`src/rtl/cla_pkg.sv`:
```
// Shared types and elaboration helpers for the pipelined carry-lookahead adder.
package cla_pkg;

  // Per-stage control bits that travel with each partial result.
  typedef struct packed {
    logic valid;
    logic carry;
  } stage_ctl_t;

  // Number of pipeline stages (one CLA group per stage).
  function automatic int cla_stages(input int width, input int block);
    return (block > 0) ? (width / block) : 1;
  endfunction

  // True when the group width evenly tiles the operand width.
  function automatic bit cla_params_ok(input int width, input int block);
    return (block >= 1) ? ((block <= width) && ((width % block) == 0)) : 1'b0;
  endfunction

endpackage

```
`src/rtl/cla_block.sv`:
```
// Combinational BLOCK-bit carry-lookahead group. Every internal carry is a
// flat sum of generate/propagate products, so no carry ripples bit to bit.
module cla_block #(
  parameter int BLOCK = 8
) (
  input  logic [BLOCK-1:0] a,
  input  logic [BLOCK-1:0] b,
  input  logic             ci,
  output logic [BLOCK-1:0] s,
  output logic             p,
  output logic             g,
  output logic             co,
  output logic             c_msb_in
);

  logic [BLOCK-1:0] w_p;
  logic [BLOCK-1:0] w_g;
  logic [BLOCK-1:0] w_c;
  logic             w_grp_g;

  assign w_p = a ^ b;
  assign w_g = a & b;

  // Lookahead carries into each bit plus the group generate term.
  always_comb begin
    logic v_t;
    // NOTE: every variable written here gets a value before any branch or loop;
    // a path that leaves one unassigned would infer a latch.
    w_c     = '0;
    w_grp_g = 1'b0;
    v_t     = 1'b0;
    w_c[0]  = ci;
    for (int i = 1; i < BLOCK; i++) begin
      // Carry-in propagated through bits [i-1:0].
      v_t = ci;
      for (int m = 0; m < i; m++) v_t = v_t & w_p[m];
      w_c[i] = v_t;
      // Generate at bit j propagated through bits [i-1:j+1].
      for (int j = 0; j < i; j++) begin
        v_t = w_g[j];
        for (int m = j + 1; m < i; m++) v_t = v_t & w_p[m];
        w_c[i] = w_c[i] | v_t;
      end
    end
    for (int j = 0; j < BLOCK; j++) begin
      v_t = w_g[j];
      for (int m = j + 1; m < BLOCK; m++) v_t = v_t & w_p[m];
      w_grp_g = w_grp_g | v_t;
    end
  end

  assign s        = w_p ^ w_c;
  assign p        = &w_p;
  assign g        = w_grp_g;
  assign co       = w_grp_g | (p & ci);
  assign c_msb_in = w_c[BLOCK-1];

endmodule

```
`src/rtl/cla_adder_pipelined.sv`:
```
// Pipelined carry-lookahead adder: one BLOCK-bit CLA group per stage, the
// group carry registered into the next stage, unconsumed operand bits shifted
// down alongside, global stall when the registered output is not taken.
module cla_adder_pipelined
  import cla_pkg::*;
#(
  parameter int WIDTH = 32,
  parameter int BLOCK = 8
) (
  input  logic             clk,
  input  logic             rst_n,
  input  logic             in_valid,
  output logic             in_ready,
  input  logic [WIDTH-1:0] in1,
  input  logic [WIDTH-1:0] in2,
  input  logic             cin,
  output logic             out_valid,
  input  logic             out_ready,
  output logic [WIDTH-1:0] sum,
  output logic             cout,
  output logic             ovf
);

  localparam int STAGES = cla_stages(WIDTH, BLOCK);

  if (!cla_params_ok(WIDTH, BLOCK)) begin : g_param_check
    $error("cla_adder_pipelined: WIDTH=%0d is not a multiple of BLOCK=%0d", WIDTH, BLOCK);
  end

  logic w_adv;
  logic r_ovf;

  // The whole pipe moves together whenever the output slot is free or drained.
  assign w_adv    = !out_valid || out_ready;
  assign in_ready = w_adv;

  for (genvar k = 0; k < STAGES; k++) begin : g_stage
    localparam int LO   = k * BLOCK;
    localparam int HI_W = WIDTH - (k + 1) * BLOCK;

    logic [WIDTH-LO-1:0] w_a_src;
    logic [WIDTH-LO-1:0] w_b_src;
    logic [LO+BLOCK-1:0] w_sum_next;
    logic [BLOCK-1:0]    w_s;
    logic                w_ci;
    logic                w_vi;
    logic                w_co;
    logic                w_p;
    logic                w_g;
    logic                w_c_msb;
    logic                w_unused_pg;
    stage_ctl_t          r_ctl;
    logic [LO+BLOCK-1:0] r_sum;

    if (k == 0) begin : g_src
      assign w_a_src    = in1;
      assign w_b_src    = in2;
      assign w_ci       = cin;
      assign w_vi       = in_valid;
      assign w_sum_next = w_s;
    end else begin : g_src
      assign w_a_src    = g_stage[k-1].g_hi.r_a_hi;
      assign w_b_src    = g_stage[k-1].g_hi.r_b_hi;
      assign w_ci       = g_stage[k-1].r_ctl.carry;
      assign w_vi       = g_stage[k-1].r_ctl.valid;
      assign w_sum_next = {w_s, g_stage[k-1].r_sum};
    end

    cla_block #(.BLOCK(BLOCK)) u_cla (
      .a        (w_a_src[BLOCK-1:0]),
      .b        (w_b_src[BLOCK-1:0]),
      .ci       (w_ci),
      .s        (w_s),
      .p        (w_p),
      .g        (w_g),
      .co       (w_co),
      .c_msb_in (w_c_msb)
    );

    // Group P/G are folded into co inside the block; only the last stage's MSB carry is consumed.
    assign w_unused_pg = w_p ^ w_g ^ w_c_msb;

    // Stage control and accumulated low sum bits advance with the pipe.
    always_ff @(posedge clk or negedge rst_n) begin
      // NOTE: state registers use non-blocking assignments so every stage samples
      // its predecessor's pre-edge value; blocking here would collapse the pipe.
      if (!rst_n) begin
        r_ctl <= '0;
        r_sum <= '0;
      end else if (w_adv) begin
        r_ctl.valid <= w_vi;
        r_ctl.carry <= w_co;
        r_sum       <= w_sum_next;
      end
    end

    if (HI_W > 0) begin : g_hi
      logic [HI_W-1:0] r_a_hi;
      logic [HI_W-1:0] r_b_hi;

      // Operand bits not yet summed shift down one group per stage.
      always_ff @(posedge clk) begin
        // NOTE: operand shift registers are not reset; the travelling valid bit
        // already marks their content meaningless until a real input arrives.
        if (w_adv) begin
          r_a_hi <= w_a_src[WIDTH-LO-1:BLOCK];
          r_b_hi <= w_b_src[WIDTH-LO-1:BLOCK];
        end
      end
    end
  end

  // Signed overflow: carry into the MSB differs from carry out of it.
  always_ff @(posedge clk or negedge rst_n) begin
    if (!rst_n) begin
      r_ovf <= 1'b0;
    end else if (w_adv) begin
      r_ovf <= g_stage[STAGES-1].w_c_msb ^ g_stage[STAGES-1].w_co;
    end
  end

  assign out_valid = g_stage[STAGES-1].r_ctl.valid;
  assign cout      = g_stage[STAGES-1].r_ctl.carry;
  assign sum       = g_stage[STAGES-1].r_sum;
  assign ovf       = r_ovf;

endmodule

```
`config.mk`:
```
export PLATFORM = sky130hd
export DESIGN_NAME = cla_adder_pipelined
export DESIGN_NICKNAME = d
export VERILOG_FILES = /design/src/rtl/cla_pkg.sv /design/src/rtl/cla_block.sv /design/src/rtl/cla_adder_pipelined.sv
export SDC_FILE = /design/constraint.sdc
export NUM_CORES = 1
export LEC_CHECK = 0
export ABC_CLOCK_PERIOD_IN_PS = 2300
export CORE_ASPECT_RATIO = 0.6
export CORE_MARGIN = 3
export CORE_UTILIZATION = 40
export DETAILED_ROUTE_END_ITERATION = 10
export PLACE_DENSITY = 0.57
export SLEW_MARGIN = 40
export SYNTH_ARGS = -nofsm -noshare
export SYNTH_HDL_FRONTEND = slang
export SYNTH_HIERARCHICAL = 1
export SYNTH_SLANG_ARGS = --single-unit
```
`constraint.sdc`:
```
create_clock -name clk -period 2.3 [get_ports clk]
set_input_delay 0.46 -clock clk [delete_from_list [all_inputs] [get_ports clk]]
set_output_delay 0.46 -clock clk [all_outputs]
set_load 0.005 [all_outputs]
```
Word-level counts from Yosys, hierarchy flattened
Index checks and enable logic that the tools add are counted.
{"block": "word_totals", "wordCells": 326, "ff_bits": 185}
{"block": "op_classes", "n_bitwise": 301, "n_reduce_logical": 6}
{"op": "1-bit AND", "count": 144}
{"op": "1-bit OR", "count": 144}
{"op": "8-bit XOR", "count": 8}
{"op": "8-bit AND", "count": 4}
{"op": "8-bit AND reduction", "count": 4}
{"op": "1-bit logical NOT", "count": 1}
{"op": "1-bit logical OR", "count": 1}
{"op": "1-bit XOR", "count": 1}

Logic depth before layout (Yosys ltp)
{"block": "depth", "ltp_word": 17, "ltp_mapped": 7}

Cells and area by module
The synthesis kept the hierarchy.
{"module": "cla_adder_pipelined", "area_per_inst_um2": 6243.5, "cells_each": 286, "n_inst": 1}
{"module": "cla_block at g_stage[2].u_cla ...", "area_per_inst_um2": 381.6, "cells_each": 43, "n_inst": 2}
{"module": "cla_block at g_stage[0].u_cla", "area_per_inst_um2": 462.9, "cells_each": 56, "n_inst": 1}
{"module": "cla_block at g_stage[1].u_cla", "area_per_inst_um2": 391.6, "cells_each": 44, "n_inst": 1}

Worst setup path after synthesis
OpenSTA, ideal clock, no wires.
{"block": "synth_path", "path_kind": "reg-to-reg", "from": "register g_stage[2].g_hi.r_a_hi[2]", "to": "register r_ovf (netlist: ovf)", "stages_incl_launch_ff": 8, "required_ps": 2175, "n_path_buf": 0, "setup_slack_ps": 172, "arrival_time_ps": 2004, "setup_time_ps": 125, "period_less_slack_ps": 2128, "cell_sequence": "edfxtp_1 > ha_1 > a21o_1 > a221oi_1 > o21ai_1 > a221o_1 > xor2_1 > mux2_2"}
{"block": "synth_via", "elab_chain_cells": 16}
{"item": "start, declared", "line": "cla_adder_pipelined.sv:98", "text": "logic [HI_W-1:0] r_a_hi;"}
{"item": "start signal, assigned", "line": "cla_adder_pipelined.sv:106", "text": "r_a_hi <= w_a_src[WIDTH-LO-1:BLOCK];"}
{"item": "8-bit XOR", "line": "cla_block.sv:21", "text": "assign w_p = a ^ b;"}
{"item": "1-bit AND (6 in series)", "line": "cla_block.sv:47", "text": "for (int m = j + 1; m < BLOCK; m++) v_t = v_t & w_p[m];"}
{"item": "1-bit OR (7 in series)", "line": "cla_block.sv:48", "text": "w_grp_g = w_grp_g | v_t;"}
{"item": "1-bit OR *", "line": "cla_block.sv:55", "text": "assign co = w_grp_g | (p & ci);"}
{"item": "net g_stage[3].w_co", "line": "cla_adder_pipelined.sv:47", "text": "logic w_co;"}
{"item": "1-bit XOR *", "line": "cla_adder_pipelined.sv:118", "text": "r_ovf <= g_stage[STAGES-1].w_c_msb ^ g_stage[STAGES-1].w_co;"}
{"item": "end signal, assigned", "line": "cla_adder_pipelined.sv:118"}
{"item": "end, declared", "line": "cla_adder_pipelined.sv:31", "text": "logic r_ovf;"}
Mark *: on every way through the listed nets, which the timed path passes. The rest lies on a longest branch.
A chain may end at the register's enable or synchronous reset.

Worst setup path after layout
{"block": "layout_path", "from": "register g_stage[2].g_hi.r_a_hi[0]", "to": "register g_stage[3].r_sum[31] (netlist: sum[31])"}
{"block": "layout_via", "elab_chain_cells": 16}
{"item": "8-bit XOR", "line": "cla_block.sv:21"}
{"item": "1-bit AND (7 in series)", "line": "cla_block.sv:36", "text": "for (int m = 0; m < i; m++) v_t = v_t & w_p[m];"}
{"item": "1-bit OR * (7 in series)", "line": "cla_block.sv:42", "text": "w_c[i] = w_c[i] | v_t;"}
{"item": "net g_stage[3].w_c_msb", "line": "cla_adder_pipelined.sv:50", "text": "logic w_c_msb;"}
{"item": "8-bit XOR *", "line": "cla_block.sv:52", "text": "assign s = w_p ^ w_c;"}
{"item": "net g_stage[3].w_s[7]", "line": "cla_adder_pipelined.sv:44", "text": "logic [BLOCK-1:0] w_s;"}
{"item": "end signal, assigned", "line": "cla_adder_pipelined.sv:93", "text": "r_sum <= w_sum_next;"}
{"item": "end, declared", "line": "cla_adder_pipelined.sv:53", "text": "logic [LO+BLOCK-1:0] r_sum;"}
Marks and branches as above.

==> results.sh <==
export IMPL_cp_max_fo=4
export IMPL_worst_slew_pin_slew_ns=0.6694
export IMPL_drc_errors=0
export IMPL_ff_latch_area_mm2=0.005110
export IMPL_htree_levels=4
export IMPL_vias=4147
export IMPL_clockRootBuffer="clkbuf_16"
export IMPL_grt_max_degree=87
export IMPL_multi_input_area_mm2=0.002567
export IMPL_drv_slew=0
export IMPL_die_w_um=186.7
export IMPL_p_total_w=0.01237
export IMPL_finalInstanceArea_mm2=0.009923
export IMPL_grt_overflow_total=0
export IMPL_antenna_found_initial=0
export IMPL_initial_core_util_pct=42.04
export IMPL_synth_net_count=577
export IMPL_mostFrequentLayoutCell="clkdlybuf4s50_1"
export IMPL_max_freq_ghz=0.4500
export IMPL_io_pins=105
export IMPL_hold_class="in -> async"
export IMPL_drt_iter0_drc=209
export IMPL_core_area_mm2=0.01864
export IMPL_finClkSkew_ns=0.007709
export IMPL_dieArea_mm2=0.02136
export IMPL_clk_pin_slew_ns=0.07
export IMPL_grt_pass1_wl_um=22280
export IMPL_wl_per_cell_um=15.04
export IMPL_ys_warn_count=6
export IMPL_finalCritPeriodShare_pct=96.62
export IMPL_diodes=0
export IMPL_fp_row_count=38
export IMPL_cts_sinks=185
export IMPL_period_minus_slack_ns=2.222
export IMPL_finalSetupTns_ns=0
export IMPL_vias_per_cell=4.723
export IMPL_hold_ws_ns=0.06056
export IMPL_syn_inst=468
export IMPL_slew_headroom_pct=55.37
export IMPL_hold_violations=0
export IMPL_avgSynthCellArea_um2=16.74
export IMPL_final_cell_mix="103 x clkdlybuf4s50_1, 96 x edfxtp_1, 89 x dfrtp_1"
export IMPL_worstSetupPathType="reg -> reg"
export IMPL_p_per_area_mw_per_mm2=1246
export IMPL_peakVddDrop_mv=0.4940
export IMPL_grt_setup_unrepaired="no"
export IMPL_placed_cell_area_mm2=0.009324
export IMPL_cp_arrival_ns=2.53
export IMPL_cap_violations=0
export IMPL_critPathLaunchType="flip-flop"
export IMPL_clk_latency_ns=0.43
export IMPL_gr_usage_all_layers_pct=13.37
export IMPL_final_layout_size_suffix_gt1_share_pct=26.05
export IMPL_clock_path_buffers=2
export IMPL_p_leak_nw=3.995
export IMPL_synth_area_mm2=0.007835
export IMPL_numPortBuffers=104
export IMPL_cts_buffers=17
export IMPL_routed_wl_um=13200
export IMPL_end_kind="flip-flop"
export IMPL_fillers=1512
export IMPL_dr_pass1_iters=4
export IMPL_dp_cells=846
export IMPL_finalSetupViolCount=0
export IMPL_die_height_um=114.4
export IMPL_nets=714
export IMPL_ctsHoldBuffers=0
export IMPL_syn_to_final_growth_pct=26.65
export IMPL_gp_congestion=0.8555
export IMPL_cts_tree="yes"
export IMPL_dp_hpwl_um=9221
export IMPL_stdcell_count=878
export IMPL_grt_pass1_vias=4479
export IMPL_drtAntennaViolNets=0
export IMPL_outcome="completed"
export IMPL_required_ns=2.61
export IMPL_cts_setup_buffers=0
-- where the power goes --
group | internal, W | switching, W | total (W)
sequential | 0.00484 | 0.000537 | 0.00537
combinational | 0.00247 | 0.00174 | 0.00420
clock | 0.00145 | 0.00134 | 0.00279
total | 0.00875 | 0.00361 | 0.0124
-- per-layer routing --
layer  part of all wire [%]  vias up  global-route usage [%]
met1                     50     2045                   18.47
met3                    4.6       17                   4.283
li1                       -     2008                       -
met4                    1.4        0                   4.982
met2                     44       77                   19.91
met5                      0        -                       0
-- sequential cells by signal, summed over array words and instances, names as in the netlist --
name / count
g_stage.r_sum: 48
g_stage.w_ci: 3
cout: 1
g_stage.g_hi.r_a_hi: 48
sum: 32
g_stage.w_vi: 3
g_stage.g_hi.r_b_hi: 48
out_valid: 1
ovf: 1
-- timing repair --
item	CTS	global route
pin swaps	0	1
hold endpoints to repair	0	0
gates resized for setup	1	3
endpoints found under the setup margin	1	2
-- critical path, cell delays in order (launching register included) --
cell and delay, ns:
edfxtp_1 0.39, ha_1 0.35, ha_1 0.21, o21a_1 0.22, o221a_4 0.30, a21bo_1 0.22, xor2_1 0.15, mux2_2 0.26
-- worst paths after layout --
| path | start | endpoint | slack, ns | cells past startpoint |
|---|---|---|---|---|
| min in group clk | g_stage[1].g_hi.r_b_hi[12]$_DFFE_PP_ | g_stage[2].g_hi.r_b_hi[4]$_DFFE_PP_ | 0.42 | 0 |
| max in group asynchronous | rst_n | sum[25]$_DFFE_PN0P_ | 1.60 | 2 |
| hold / removal | rst_n | g_stage[2].r_sum[13]$_DFFE_PN0P_ | 0.06 | 1 |
| setup / recovery | g_stage[2].g_hi.r_a_hi[0]$_DFFE_PP_ | sum[31]$_DFFE_PN0P_ | 0.08 | 7 |
| setup reg to reg | g_stage[2].g_hi.r_a_hi[0]$_DFFE_PP_ | sum[31]$_DFFE_PN0P_ | 0.08 | 7 |
| hold reg to reg | g_stage[1].g_hi.r_b_hi[12]$_DFFE_PP_ | g_stage[2].g_hi.r_b_hi[4]$_DFFE_PP_ | 0.42 | 0 |
-- stage by stage --
stage                     util (%)  worst slack [ns]
after floorplan                  -            0.1959
after global placement       50.03           -0.3150
after detailed placement     50.03           -0.3786
after CTS                    53.15           0.05138
after global routing         53.24          0.005965
final                        53.24           0.07766
-- cell type report --
class	count	area share, %
Clock buffer	17	4.287
Multi-Input combinational cell	255	25.87
Sequential cell	185	51.49
Inverter	17	0.6935
Clock inverter	15	1.513
Timing Repair Buffer	129	12.86
Tap cell	260	3.278
Power figures use the tool's default switching activity.
